[src/rtl/fft_mem_pkg.sv]
// Shared types and helpers for the FFT reorder-buffer memory controllers.
package fft_mem_pkg;

  typedef enum logic {BANK_EMPTY = 1'b0, BANK_FULL = 1'b1} bank_st_e;

  // Mirrors the low w bits of v (w <= 32); bits at and above w must be zero.
  // The full 32-bit word is reversed, then shifted down so the mirrored field
  // lands back at bit 0. With a constant w this reduces to pure wiring.
  function automatic logic [31:0] bitrev(input logic [31:0] v, input int unsigned w);
    logic [31:0] r;
    r = '0;
    for (int i = 0; i < 32; i++) begin
      r[i] = v[31-i];
    end
    return r >> (32 - w);
  endfunction

endpackage

[src/rtl/fft_out_skid2.sv]
// Two-entry FIFO with valid/ready on both sides. It absorbs the one-cycle
// RAM read latency so the read issue logic can run at full rate while the
// output handshake is registered-friendly.
module fft_out_skid2 #(
  parameter int W = 11
) (
  input  logic         clk,
  input  logic         rstn,
  input  logic         s_valid,
  input  logic [W-1:0] s_data,
  output logic         s_ready,
  output logic         m_valid,
  output logic [W-1:0] m_data,
  input  logic         m_ready,
  output logic [1:0]   cnt
);

  logic [W-1:0] mem [2];
  logic         wr_ptr;
  logic         rd_ptr;
  logic         push;
  logic         pop;

  // A full FIFO can still accept when the head leaves in the same cycle.
  assign s_ready = (cnt != 2'd2) | m_ready;
  assign m_valid = (cnt != 2'd0);
  assign m_data  = mem[rd_ptr];
  assign push    = s_valid & s_ready;
  assign pop     = m_valid & m_ready;

  // Occupancy and pointer bookkeeping.
  always_ff @(posedge clk) begin
    if (!rstn) begin
      cnt    <= 2'd0;
      wr_ptr <= 1'b0;
      rd_ptr <= 1'b0;
    end else begin
      if (push) wr_ptr <= ~wr_ptr;
      if (pop)  rd_ptr <= ~rd_ptr;
      unique case ({push, pop})
        2'b10:   cnt <= cnt + 2'd1;
        2'b01:   cnt <= cnt - 2'd1;
        default: cnt <= cnt;
      endcase
    end
  end

  // Entry storage; contents are don't-care while the entry is not occupied.
  always_ff @(posedge clk) begin
    if (push) mem[wr_ptr] <= s_data;
  end

endmodule

[src/rtl/fft_pingpong_bitrev_ctrl.sv]
// Ping-pong reorder controller: one external simple dual-port RAM split into
// two banks by the address MSB. Samples are written in natural order into the
// write bank while the other bank is read back in bit-reversed order.
module fft_pingpong_bitrev_ctrl
  import fft_mem_pkg::*;
#(
  parameter  int D_WIDTH = 10,
  parameter  int N_LOG2  = 8,
  localparam int A_WIDTH = N_LOG2 + 1
) (
  input  logic               clk,
  input  logic               rstn,
  input  logic               in_valid,
  input  logic [D_WIDTH-1:0] in_data,
  output logic               in_ready,
  output logic               out_valid,
  output logic [D_WIDTH-1:0] out_data,
  output logic               out_last,
  input  logic               out_ready,
  output logic [A_WIDTH-1:0] mem_waddr,
  output logic [D_WIDTH-1:0] mem_wdata,
  output logic               mem_wen,
  output logic [A_WIDTH-1:0] mem_raddr,
  input  logic [D_WIDTH-1:0] mem_rdata
);

  localparam logic [N_LOG2-1:0] CNT_LAST = '1;

  bank_st_e          bank_st [2];
  logic              wr_bank;
  logic [N_LOG2-1:0] wr_cnt;
  logic              rd_bank;
  logic [N_LOG2-1:0] rd_cnt;
  logic              rd_pend;
  logic              pend_last;

  logic              wr_acc;
  logic              wr_done;
  logic              issue;
  logic              rd_done;
  logic              pop;
  logic [1:0]        fifo_cnt;
  logic [2:0]        occ;
  logic [N_LOG2-1:0] rd_cnt_rev;
  logic              skid_ready;
  logic [D_WIDTH:0]  skid_out;

  // Write side: natural-order addressing into the current write bank.
  assign in_ready  = rstn & (bank_st[wr_bank] == BANK_EMPTY);
  assign wr_acc    = in_valid & in_ready;
  assign wr_done   = wr_acc & (wr_cnt == CNT_LAST);
  assign mem_wen   = wr_acc;
  assign mem_waddr = {wr_bank, wr_cnt};
  assign mem_wdata = in_data;

  // Read side: issue only while the FIFO plus the in-flight read leave room
  // for the word that will land next cycle, counting a pop happening now.
  assign pop        = out_valid & out_ready;
  assign occ        = {1'b0, fifo_cnt} + {2'b00, rd_pend};
  assign issue      = (bank_st[rd_bank] == BANK_FULL) & (occ <= ({2'b00, pop} + 3'd1));
  assign rd_done    = issue & (rd_cnt == CNT_LAST);
  assign rd_cnt_rev = N_LOG2'(bitrev(32'(rd_cnt), N_LOG2));
  assign mem_raddr  = {rd_bank, rd_cnt_rev};

  // Bank ownership, counters and the read-pending flag. A write-side fill and
  // a read-side drain in the same cycle always target different banks.
  always_ff @(posedge clk) begin
    if (!rstn) begin
      bank_st[0] <= BANK_EMPTY;
      bank_st[1] <= BANK_EMPTY;
      wr_bank    <= 1'b0;
      wr_cnt     <= '0;
      rd_bank    <= 1'b0;
      rd_cnt     <= '0;
      rd_pend    <= 1'b0;
    end else begin
      if (wr_acc) wr_cnt <= wr_cnt + 1'b1;
      if (wr_done) begin
        bank_st[wr_bank] <= BANK_FULL;
        wr_bank          <= ~wr_bank;
      end
      if (issue) rd_cnt <= rd_cnt + 1'b1;
      if (rd_done) begin
        bank_st[rd_bank] <= BANK_EMPTY;
        rd_bank          <= ~rd_bank;
      end
      rd_pend <= issue;
    end
  end

  // Frame-end tag travelling with the read that is in flight.
  always_ff @(posedge clk) begin
    if (issue) pend_last <= (rd_cnt == CNT_LAST);
  end

  // Stage boundary: RAM read data returns one cycle after issue and is queued.
  fft_out_skid2 #(
    .W (D_WIDTH + 1)
  ) u_skid (
    .clk     (clk),
    .rstn    (rstn),
    .s_valid (rd_pend & skid_ready),
    .s_data  ({mem_rdata, pend_last}),
    .s_ready (skid_ready),
    .m_valid (out_valid),
    .m_data  (skid_out),
    .m_ready (out_ready),
    .cnt     (fifo_cnt)
  );

  assign out_data = skid_out[D_WIDTH:1];
  assign out_last = out_valid & skid_out[0];

endmodule

[config.mk]
export PLATFORM = sky130hd
export DESIGN_NAME = fft_pingpong_bitrev_ctrl
export DESIGN_NICKNAME = d
export VERILOG_FILES = /design/src/rtl/fft_mem_pkg.sv /design/src/rtl/fft_out_skid2.sv /design/src/rtl/fft_pingpong_bitrev_ctrl.sv
export SDC_FILE = /design/constraint.sdc
export NUM_CORES = 1
export LEC_CHECK = 0
export BUFFER_PORTS_ARGS = -buffer_cell sky130_fd_sc_hd__buf_2
export CORE_MARGIN = 5
export CORE_UTILIZATION = 39
export CTS_CLUSTER_DIAMETER = 150
export DETAILED_ROUTE_END_ITERATION = 8
export PLACE_DENSITY = 0.64
export SLEW_MARGIN = 20
export SYNTH_ARGS = -nofsm -noshare
export SYNTH_HDL_FRONTEND = slang
export SYNTH_SLANG_ARGS = --single-unit
export TNS_END_PERCENT = 1
[constraint.sdc]
create_clock -name clk -period 3.4 [get_ports clk]
set_input_delay 0.17 -clock clk [delete_from_list [all_inputs] [get_ports clk]]
set_output_delay 0.17 -clock clk [all_outputs]
set_load 0.05 [all_outputs]
* After elaboration in Yosys (flattened, before gate mapping)
Memories as Yosys holds them, arrays and structs flattened. A register that Yosys moved wholly into a read port is not among the register bits.
Cells that the tools add are included.
Widths: inputs -> output; s select.
** Cells by class
- $add $sub $neg :: 6
- Multiply operators :: 0
- Div/mod/pow operators :: 0
- $lt $le $gt $ge :: 1
- Eq/ne operators :: 5
- Shift operators :: 0
- Muxes and demuxes :: 22
- Bitwise logic cells :: 15
- Reduce and logical (&&, ||, !) cells :: 4
** Operators with widths (count)
- $mux 1 :: 21
- $add 8x1->8 const B :: 2
- $eq 8x8->1 const B :: 2
- $and 1x1->1 :: 9
- $not 1->1 :: 5
- $pmux 2 s2 :: 1
- $reduce_bool 2->1 :: 2
- $add 2x1->3 :: 1
- $le 3x2->1 :: 1
- $add 1x1->2 const B :: 1
- $add 2x1->2 const B :: 1
- $eq 2x1->1 const B :: 1
- $eq 2x2->1 const B :: 1
- $ne 2x2->1 const B :: 1
- $reduce_or 1->1 :: 2
- $sub 2x1->2 const B :: 1
- $or 1x1->1 :: 1
** Storage, ports and cells
- Flip-flop bits (word level) :: 24
- Latch bits :: 0
- Memory bits (writable) :: 24
- Memory bits (read-only) :: 0
- Input bits :: 24
- Output and inout port bits :: 42
- Word-level logic and storage cells :: 64
- Memories kept :: 2
** Memories
- u_skid.mem :: depth 2, bits a word 11, rd ports 1, clocked after memory_dff 1, wr ports 1, line fft_out_skid2.sv:18 : logic [W-1:0] mem [2];
- bank_st :: depth 2, bits a word 1, rd ports 2, clocked after memory_dff 2, wr ports 2, line fft_pingpong_bitrev_ctrl.sv:29 : bank_st_e bank_st [2];

* Logic depth before layout (Yosys ltp)
Gate-level depths: netlist of the first run.
- Word-level depth :: 11
- Mapped depth :: 10
- Depth with buffers taken out :: 10

* Hierarchy
Synthesis of the first run repeated with hierarchy kept, for this count alone.
** Unflattened totals
- Cells, all modules :: 193
- Area total of the unflattened synthesis :: 2298.5 µm²
** Modules (own cells, without submodules)
- fft_pingpong_bitrev_ctrl :: times used 1, cells each 135, area each 1273.7 µm², seq. area each 490.5 µm²
- fft_out_skid2 :: times used 1, cells each 58, area each 1024.7 µm², seq. area each 760.7 µm²

* Worst setup path after synthesis of the first run
No wires, ideal clock.
- Path type :: register to register
- Start point :: reg u_skid.cnt[0]
- End point :: reg rd_cnt[5]
- Setup time :: 0.072 ns
- Arrival time :: 2.716 ns
- Slack :: 0.612 ns
- Stages on the path, launching flop included :: 10
- Buffers on the path :: 0
- Period minus slack after synthesis :: 2.788 ns
- Cell sequence :: dfxtp_1 nor2_1 inv_1 nand2_1 inv_1 fa_1 or3b_4 a21o_1 or4_1 a21oi_1
** Between the ends
- Cells in the longest elaborated chain, start to end :: 5
** Ends and longest elaborated chain
- start: declaration :: line fft_out_skid2.sv:15 : output logic [1:0] cnt
- start signal: assignment :: line fft_out_skid2.sv:41 : 2'b10: cnt <= cnt + 2'd1;
- start signal: assignment :: line fft_out_skid2.sv:42 : 2'b01: cnt <= cnt - 2'd1;
- start signal: assignment :: line fft_out_skid2.sv:43 : default: cnt <= cnt;
- $reduce_bool 2->1 :: line fft_out_skid2.sv:26 : assign m_valid = (cnt != 2'd0);
- named net out_valid :: line fft_pingpong_bitrev_ctrl.sv:16 : output logic out_valid,
- $and 1x1->1 :: line fft_pingpong_bitrev_ctrl.sv:58 : assign pop = out_valid & out_ready;
- named net pop :: line fft_pingpong_bitrev_ctrl.sv:41 : logic pop;
- $add 1x1->2 :: line fft_pingpong_bitrev_ctrl.sv:60 : assign issue = (bank_st[rd_bank] == BANK_FULL) & (occ <= ({2'b00, pop} + 3'd1));
- $le 3x2->1 :: line fft_pingpong_bitrev_ctrl.sv:60
- $and 1x1->1 :: line fft_pingpong_bitrev_ctrl.sv:60
- end signal: assignment :: line fft_pingpong_bitrev_ctrl.sv:82 : if (issue) rd_cnt <= rd_cnt + 1'b1;
- end: declaration :: line fft_pingpong_bitrev_ctrl.sv:33 : logic [N_LOG2-1:0] rd_cnt;
The timed path passes the listed nets, and every way through them passes these cells.
A chain may end at the register's enable or synchronous reset.

* Final worst setup path of the first run
- Start point :: reg u_skid.cnt[0]
- End point :: reg rd_cnt[5]
** Between the ends
- Cells in the longest elaborated chain, start to end :: 5
** Ends and longest elaborated chain (line)
- $reduce_bool 2->1 :: fft_out_skid2.sv:26
- $and 1x1->1 :: fft_pingpong_bitrev_ctrl.sv:58
- named net pop :: fft_pingpong_bitrev_ctrl.sv:41
- $add 1x1->2 :: fft_pingpong_bitrev_ctrl.sv:60
- $le 3x2->1 :: fft_pingpong_bitrev_ctrl.sv:60
- $and 1x1->1 :: fft_pingpong_bitrev_ctrl.sv:60
The timed path passes the listed nets, and every way through them passes these cells.

==> flow_summary.yaml, run 1 <==
status:
  outcome: "finished, final reports clean"
hold_path:
  whs_path_depth: 1
  hp-start: "mem_rdata[0]"
  hold_class: "input port to flop"
sta:
  final_hold_viol_count: 0
  fin_skew_ns: 0.005480
  worst_slew_pin_slew_ns: 0.9305
  grt_setup_unrepaired: "false"
  period_share_pct: 79.41
  finalSetupTns_ns: 0
  finalCriticalPeriod_ns: 2.700
  setup_viol_count_final: 0
  relSlewSlack_pct: 37.74
  drv_slew: 0
  max_freq_ghz: 0.3704
detailed_routing:
  dr.pass1.iters: 4
  vias: 1489
  final_antenna_net_count: 0
  via_per_inst: 4.914
  post_drt_wl_per_cell_microns: 12.76
  first_iter_violations: 41
  drcViolationCount: 0
  totalWireLength_microns: 3865
logic_synthesis:
  synth_cell_types: 37
  synth_seq_cells: 51
  netlist_area_sq_mm: 0.002230
  yosysWarnings: 0
  ys.flop_type: "dfxtp_1"
  synth-edff-count: 23
  synth_compound_area_share_pct: 8.249
  synthArstFlopShare_pct: 0
  synthXorXnorAreaFrac_pct: 3.143
  synthSimpleGateAreaFrac_pct: 13.24
  synth_top_family_by_area: "simple AND/OR/NAND/NOR gates"
  netlist_instances: 195
  avgSynthCellArea_sq_um: 11.43
  ys_seq_area_share_pct: 56.12
  synth_fa_ha_area_share_pct: 3.704
  muxShareOfSynthArea_pct: 9.147
  syn-num-nets: 225
final_layout:
  seq_area_sq_mm: 0.001251
  mostFrequentLayoutCell: "buf_2"
  syn2layout_area_growth_pct: 12.91
  multi_input_area_sq_um: 835.8
  final_area_sq_mm: 0.002517
  filler_cell_count: 558
  fin_nets: 260
  drive_gt1_share_pct: 27.27
  n_antenna_cell: 0
  final_cell_mix: "buf_2 (45), dfxtp_1 (28), edfxtp_1 (23)"
floorplan:
  io-pin-count: 66
  dieArea_sq_mm: 0.007329
  die_w_microns: 85.61
  rows: 27
  start_util_pct: 40.24
  fp.coreArea_sq_mm: 0.005540
  dieHeight_microns: 85.61
place:
  dp_hpwl_microns: 2817
  dpl-instance-area_sq_mm: 0.002436
  place_congestion: 0.7453
  numPortBuffers: 45
setup_path:
  start_kind: "flop"
  crit_type: "flop to flop"
  cp-end-kind: "flop"
  arrival_ns: 2.92
  rr_worst_depth: 9
  cp_max_fo: 8
  r2r-start: "u_skid.cnt[0]"
  crit_start: "u_skid.cnt[0]"
  ff2ff_setup_slack_ns: 0.70
  worstPathRequired_ns: 3.62
global_routing:
  grt_pass1_wl_microns: 6886
  grt_max_degree: 19
  antenna_found_initial: 0
  grt_pass1_vias: 1512
  grt_overflow: 0
  grt_use_total_pct: 11.70
cts:
  clock_path_buffers: 2
  ctsResizeCount: 0
  clkLatencyLatePin_ns: 0.30
  cts.root.buffer_cell: "clkbuf_8"
  postCtsHoldBufs: 0
  numCtsBuffers: 5
  cts_sinks: 51
  cts_tree: "yes"
  clkTransAtPathRegs_ns: 0.09
  post-cts-setup-buffer-count: 0
  htreeDepth: 2
power:
  p_leak_nw: 1.015
  ir_worst_vdd_uv: 309.0
  power_density_mw_per_mm2: 397.7
job:
  drv_cap: 0
flip-flops by register name (all words and copies together) (netlist names), named ones only:
name	count
bank_st	2
pend_last	1
rd_bank	1
rd_cnt	8
rd_pend	1
u_skid.cnt	2
u_skid.mem	22
u_skid.rd_ptr	1
u_skid.wr_ptr	1
wr_bank	1
wr_cnt	8
synthesized netlist by cell type (2+ instances only):
master | n | share of area [%]
and3_1 | 3 | 0.84
ha_1 | 5 | 2.8
a21oi_1 | 7 | 1.6
nand3_1 | 8 | 1.8
mux2_2 | 11 | 5.6
a31oi_1 | 2 | 0.56
o21ai_0 | 2 | 0.45
inv_1 | 8 | 1.3
dfxtp_1 | 28 | 25
mux2i_1 | 8 | 3.6
o31ai_1 | 7 | 2.4
nand4_1 | 4 | 1.1
a211oi_1 | 3 | 1.0
nor2_1 | 18 | 3.0
nand2b_1 | 2 | 0.56
xor2_1 | 2 | 0.79
nor2b_1 | 2 | 0.56
nand2_1 | 11 | 1.9
buf_4 | 12 | 4.0
edfxtp_1 | 23 | 31
and2_1 | 2 | 0.56
or4_1 | 3 | 1.0
clkbuf_1 | 5 | 0.84
xnor2_1 | 6 | 2.4
area by class of cell:
type,count,share of cell area (%)
Inverter,9,1.342
Clock inverter,1,0.1988
Timing Repair Buffer,45,8.946
Multi-Input combinational cell,118,33.20
Tap cell,72,3.579
Sequential cell,51,49.70
Clock buffer,7,3.032
through the flow:
step                hold slack (ns)  setup WS [ns]  cells  power (mW)  utilization [%]
detailed placement           0.3403         0.7112    295      0.6908            43.97
CTS                         0.04898         0.6857    303       1.019            45.44
finish                      0.05994         0.7000    303       1.001            45.44
global placement             0.3403         0.7832    295      0.6905            43.97
floorplan                    0.2689         0.6119    195      0.7082                -
global route                0.04748         0.4965    303       1.048            45.44
worst paths after layout:
| check | end |
|---|---|
| setup / recovery | rd_cnt[5] |
| hold / removal | u_skid.mem[0][1] |
| setup reg to reg | rd_cnt[5] |
| hold reg to reg | u_skid.mem[0][0] |
critical path: stages, from the launching register on:
cell	delay, ns
dfxtp_1	0.37
nor2_1	0.16
inv_1	0.07
nand2_1	0.12
inv_1	0.07
fa_1	0.50
or3b_4	0.43
a21o_1	0.24
or4_1	0.52
a21oi_1	0.14
report_power, final:
group | internal [mW] | switching, mW
registers | 0.640 | 0.00160
clock network | 0.145 | 0.181
logic | 0.0104 | 0.0239
total | 0.795 | 0.206
cells by family (layout without fill, tap and decap cells):
group | after synthesis | count (layout)
buf+inv | 26 | 62
fa+ha+maj | 6 | 6
flops | 51 | 51
simple gates | 58 | 58
compound gates | 27 | 27
mux | 19 | 19
xor+xnor | 8 | 8
metal layers:
| metal | vias up | routed length [microns] | global-route usage, % |
|---|---|---|---|
| met3 | 7 | 256 | 3.458 |
| met1 | 681 | 1856 | 14.75 |
| li1 | 755 | - | - |
| met5 | - | 0 | 0 |
| met4 | 0 | 63 | 4.460 |
| met2 | 46 | 1689 | 18.93 |
Power figures use the tool's default switching activity.
==> run 2: changes to the inputs <==
ABC_AREA = 1   (was unset)
PLACE_DENSITY = 0.63   (was 0.64)
clock period = 2.52 ns   (was 3.4 ns; I/O delays follow)
==> run 2 against run 1 <==
Net effect:
- flip-flop and latch count did not move
- sequential share of layout area fell by 5.3 points
- final cell count rose by 36%
- critical endpoint is now pend_last
- count of clock-buffer cells in the layout fell by 2
- core utilization rose by 1.6 points
- wire length rose by 21%
- critical path type unchanged
==> flow_summary.yaml, run 2 <==
detailed_routing:
  post_drt_wl_per_cell_microns: 11.34
  final_antenna_net_count: 0
  via_per_inst: 4.590
  totalWireLength_microns: 4671
  vias: 1891
  first_iter_violations: 94
  dr.pass1.iters: 4
  drcViolationCount: 0
job:
  drv_cap: 0
cts:
  clkTransAtPathRegs_ns: 0.10
  cts_sinks: 51
  numCtsBuffers: 5
  cts.root.buffer_cell: "clkbuf_8"
  cts_tree: "yes"
  clkLatencyLatePin_ns: 0.31
  ctsResizeCount: 0
  clock_path_buffers: 2
  htreeDepth: 2
sta:
  finalCriticalPeriod_ns: 2.111
  fin_hold_ws_ns: 0.1728
  final_hold_viol_count: 0
  period_share_pct: 83.78
  drv_slew: 0
  relSlewSlack_pct: 65.05
  max_freq_ghz: 0.4736
  finalSetupTns_ns: 0
  fin_skew_ns: 0.008331
  grt_setup_unrepaired: "false"
  worst_slew_pin_slew_ns: 0.5227
  setup_viol_count_final: 0
hold_path:
  whs_endpoint: "wr_cnt[7]"
  hp-start: "rstn"
  hold_class: "input port to flop"
  whs_path_depth: 3
final_layout:
  final_cell_mix: "nand2_1 (80), buf_2 (45), inv_1 (35)"
  filler_cell_count: 565
  drive_gt1_share_pct: 20.18
  mostFrequentLayoutCell: "nand2_1"
  top_regs: "u_skid.mem x22, rd_cnt x8, wr_cnt x8"
  seq_area_sq_mm: 0.001251
  largest_reg_flops: 22
  finalCoreUtilization_pct: 47.08
  multi_input_area_sq_um: 885.9
  top_register: "u_skid.mem"
  n_antenna_cell: 0
  syn2layout_area_growth_pct: 16.01
  fin_nets: 366
place:
  numPortBuffers: 45
  dp_hpwl_microns: 3343
  place_congestion: 0.8041
setup_path:
  r2r-start: "u_skid.cnt[0]"
  cp_slowest_stage_delay_ns: 0.47
  rr_worst_depth: 8
  crit_chain: "nor2_2, nor2_4, fa_1, nor2_1, nand2_1, nand2_2, nand2_2, inv_2"
  ff2ff_setup_slack_ns: 0.41
  arrival_ns: 2.14
  slowest_stage: "fa_1"
  crit_type: "flop to flop"
  cp_max_fo: 12
  r2r-end: "pend_last"
  crit_top_cell: "nand2_2"
  worstPathRequired_ns: 2.55
  cp-end-kind: "flop"
  start_kind: "flop"
logic_synthesis:
  yosys-top-cells-area: "edfxtp_1 (28%), dfxtp_1 (23%), nand2_1 (12%), inv_1 (5.4%), nor2_1 (4.5%)"
  avgSynthCellArea_sq_um: 8.354
  netlist_instances: 291
  synth_common_cells: "nand2_1 (80), inv_1 (35), nor2_1 (29), dfxtp_1 (28), edfxtp_1 (23)"
  synth_area_leader_cell: "edfxtp_1"
  yosysMostFrequentCell: "nand2_1"
  yosysTopAreaCellShare_pct: 28.41
  ys.flop_type: "dfxtp_1"
  synthArstFlopShare_pct: 0
  synth_seq_cells: 51
  syn-num-nets: 321
  ys_seq_area_share_pct: 51.47
  synth_cell_types: 25
  yosysWarnings: 0
  synth-edff-count: 23
  netlist_area_sq_mm: 0.002431
floorplan:
  rows: 28
  dieHeight_microns: 88.95
  start_util_pct: 40.58
  io-pin-count: 66
  fp.coreArea_sq_mm: 0.005991
  dieArea_sq_mm: 0.007912
  die_w_microns: 88.95
global_routing:
  grt_overflow: 0
  grt_pass1_wl_microns: 7755
  antenna_found_initial: 0
  grt_use_total_pct: 12.61
  grt_max_degree: 19
  grt_pass1_vias: 1735
status:
  outcome: "finished, final reports clean"
power:
  power_density_mw_per_mm2: 504.0
  p_leak_nw: 1.244
  ir_worst_vdd_uv: 312.2
run 2: cell count changes in the layout (fill, tap and decap cells not counted), sizes merged, moves of 5 or more:
cell         before  now
nor2             18   33
mux2             11    0
a21oi             7   16
nand3             8   18
o31ai             7    0
mux2i             8    0
dlygate4sd3       0   10
xnor2             6    0
nand2            11   82
nor3              0    6
o21ai             2    7
nand4             4   11
inv               8   40
run 2: per-stage QoR:
stage / total power [mW] / area, sq um / instances / setup WS (ns)
after CTS: 1.440 / 2810 / 411 / 0.3984
final: 1.421 / 2820 / 412 / 0.4086
after floorplan: 0.9577 / 2431 / 291 / 0.7144
after global routing: 1.479 / 2820 / 412 / 0.1765
after detailed placement: 0.9336 / 2625 / 394 / 0.4021
after global placement: 0.9328 / 2625 / 394 / 0.4645
run 2: cells by family (layout without fill, tap and decap cells):
| group | Yosys count | in the layout | share of synthesized area (%) |
|---|---|---|---|
| DFF | 51 | 51 | 51.47 |
| adders and majority gates | 6 | 6 | 3.397 |
| buffers and inverters | 59 | 105 | 12.09 |
| xor gates and xnor gates | 1 | 1 | 0.3603 |
| and+or+nand+nor | 150 | 150 | 27.17 |
| AOI/OAI and AO/OA | 24 | 24 | 5.507 |
run 2: power breakdown:
part           internal [mW]  switching (mW)
clock network          0.205           0.291
registers              0.863         0.00168
logic                 0.0237          0.0377
run 2: worst max-delay path, delay by kind of cell (launching register included):
family,cells,cell delay [ns]
adders and majority gates,1,0.47
buffers and inverters,1,0.12
DFF,1,0.37
and+or+nand+nor,6,0.87
run 2: how the worst max path moves through the flow:
stage / start / endpoint / slack [ns]
after floorplan: u_skid.cnt[0] / pend_last / 0.71
after global placement: u_skid.cnt[0] / pend_last / 0.46
after detailed placement: u_skid.cnt[0] / pend_last / 0.40
after CTS: u_skid.cnt[0] / pend_last / 0.40
after global routing: u_skid.cnt[0] / bank_st[0] / 0.18
final: u_skid.cnt[0] / pend_last / 0.41
run 2: final cells by class:
class	instances	share of cell area [%]
clock inverters	3	0.9317
clock buffers	5	2.440
multi-input cells	181	31.41
well taps	75	3.327
flip-flops and latches	51	44.37
repair buffers	58	12.33
inverters	39	5.191
run 2: what timing repair did:
action / CTS / global route
setup buffers: 0 / 0
setup endpoints to repair: 0 / 0
hold endpoints to repair: 17 / 2
hold buffers: 9 / 1
run 2: per-layer routing:
layer  vias to the layer above  wire length (microns)  global-route usage, %
li1                       1012                      -                      -
met1                       829                   2124                  15.58
met2                        45                   2135                  20.38
met3                         5                    338                  4.055
met4                         0                     73                  5.277
met5                         -                      0                      0
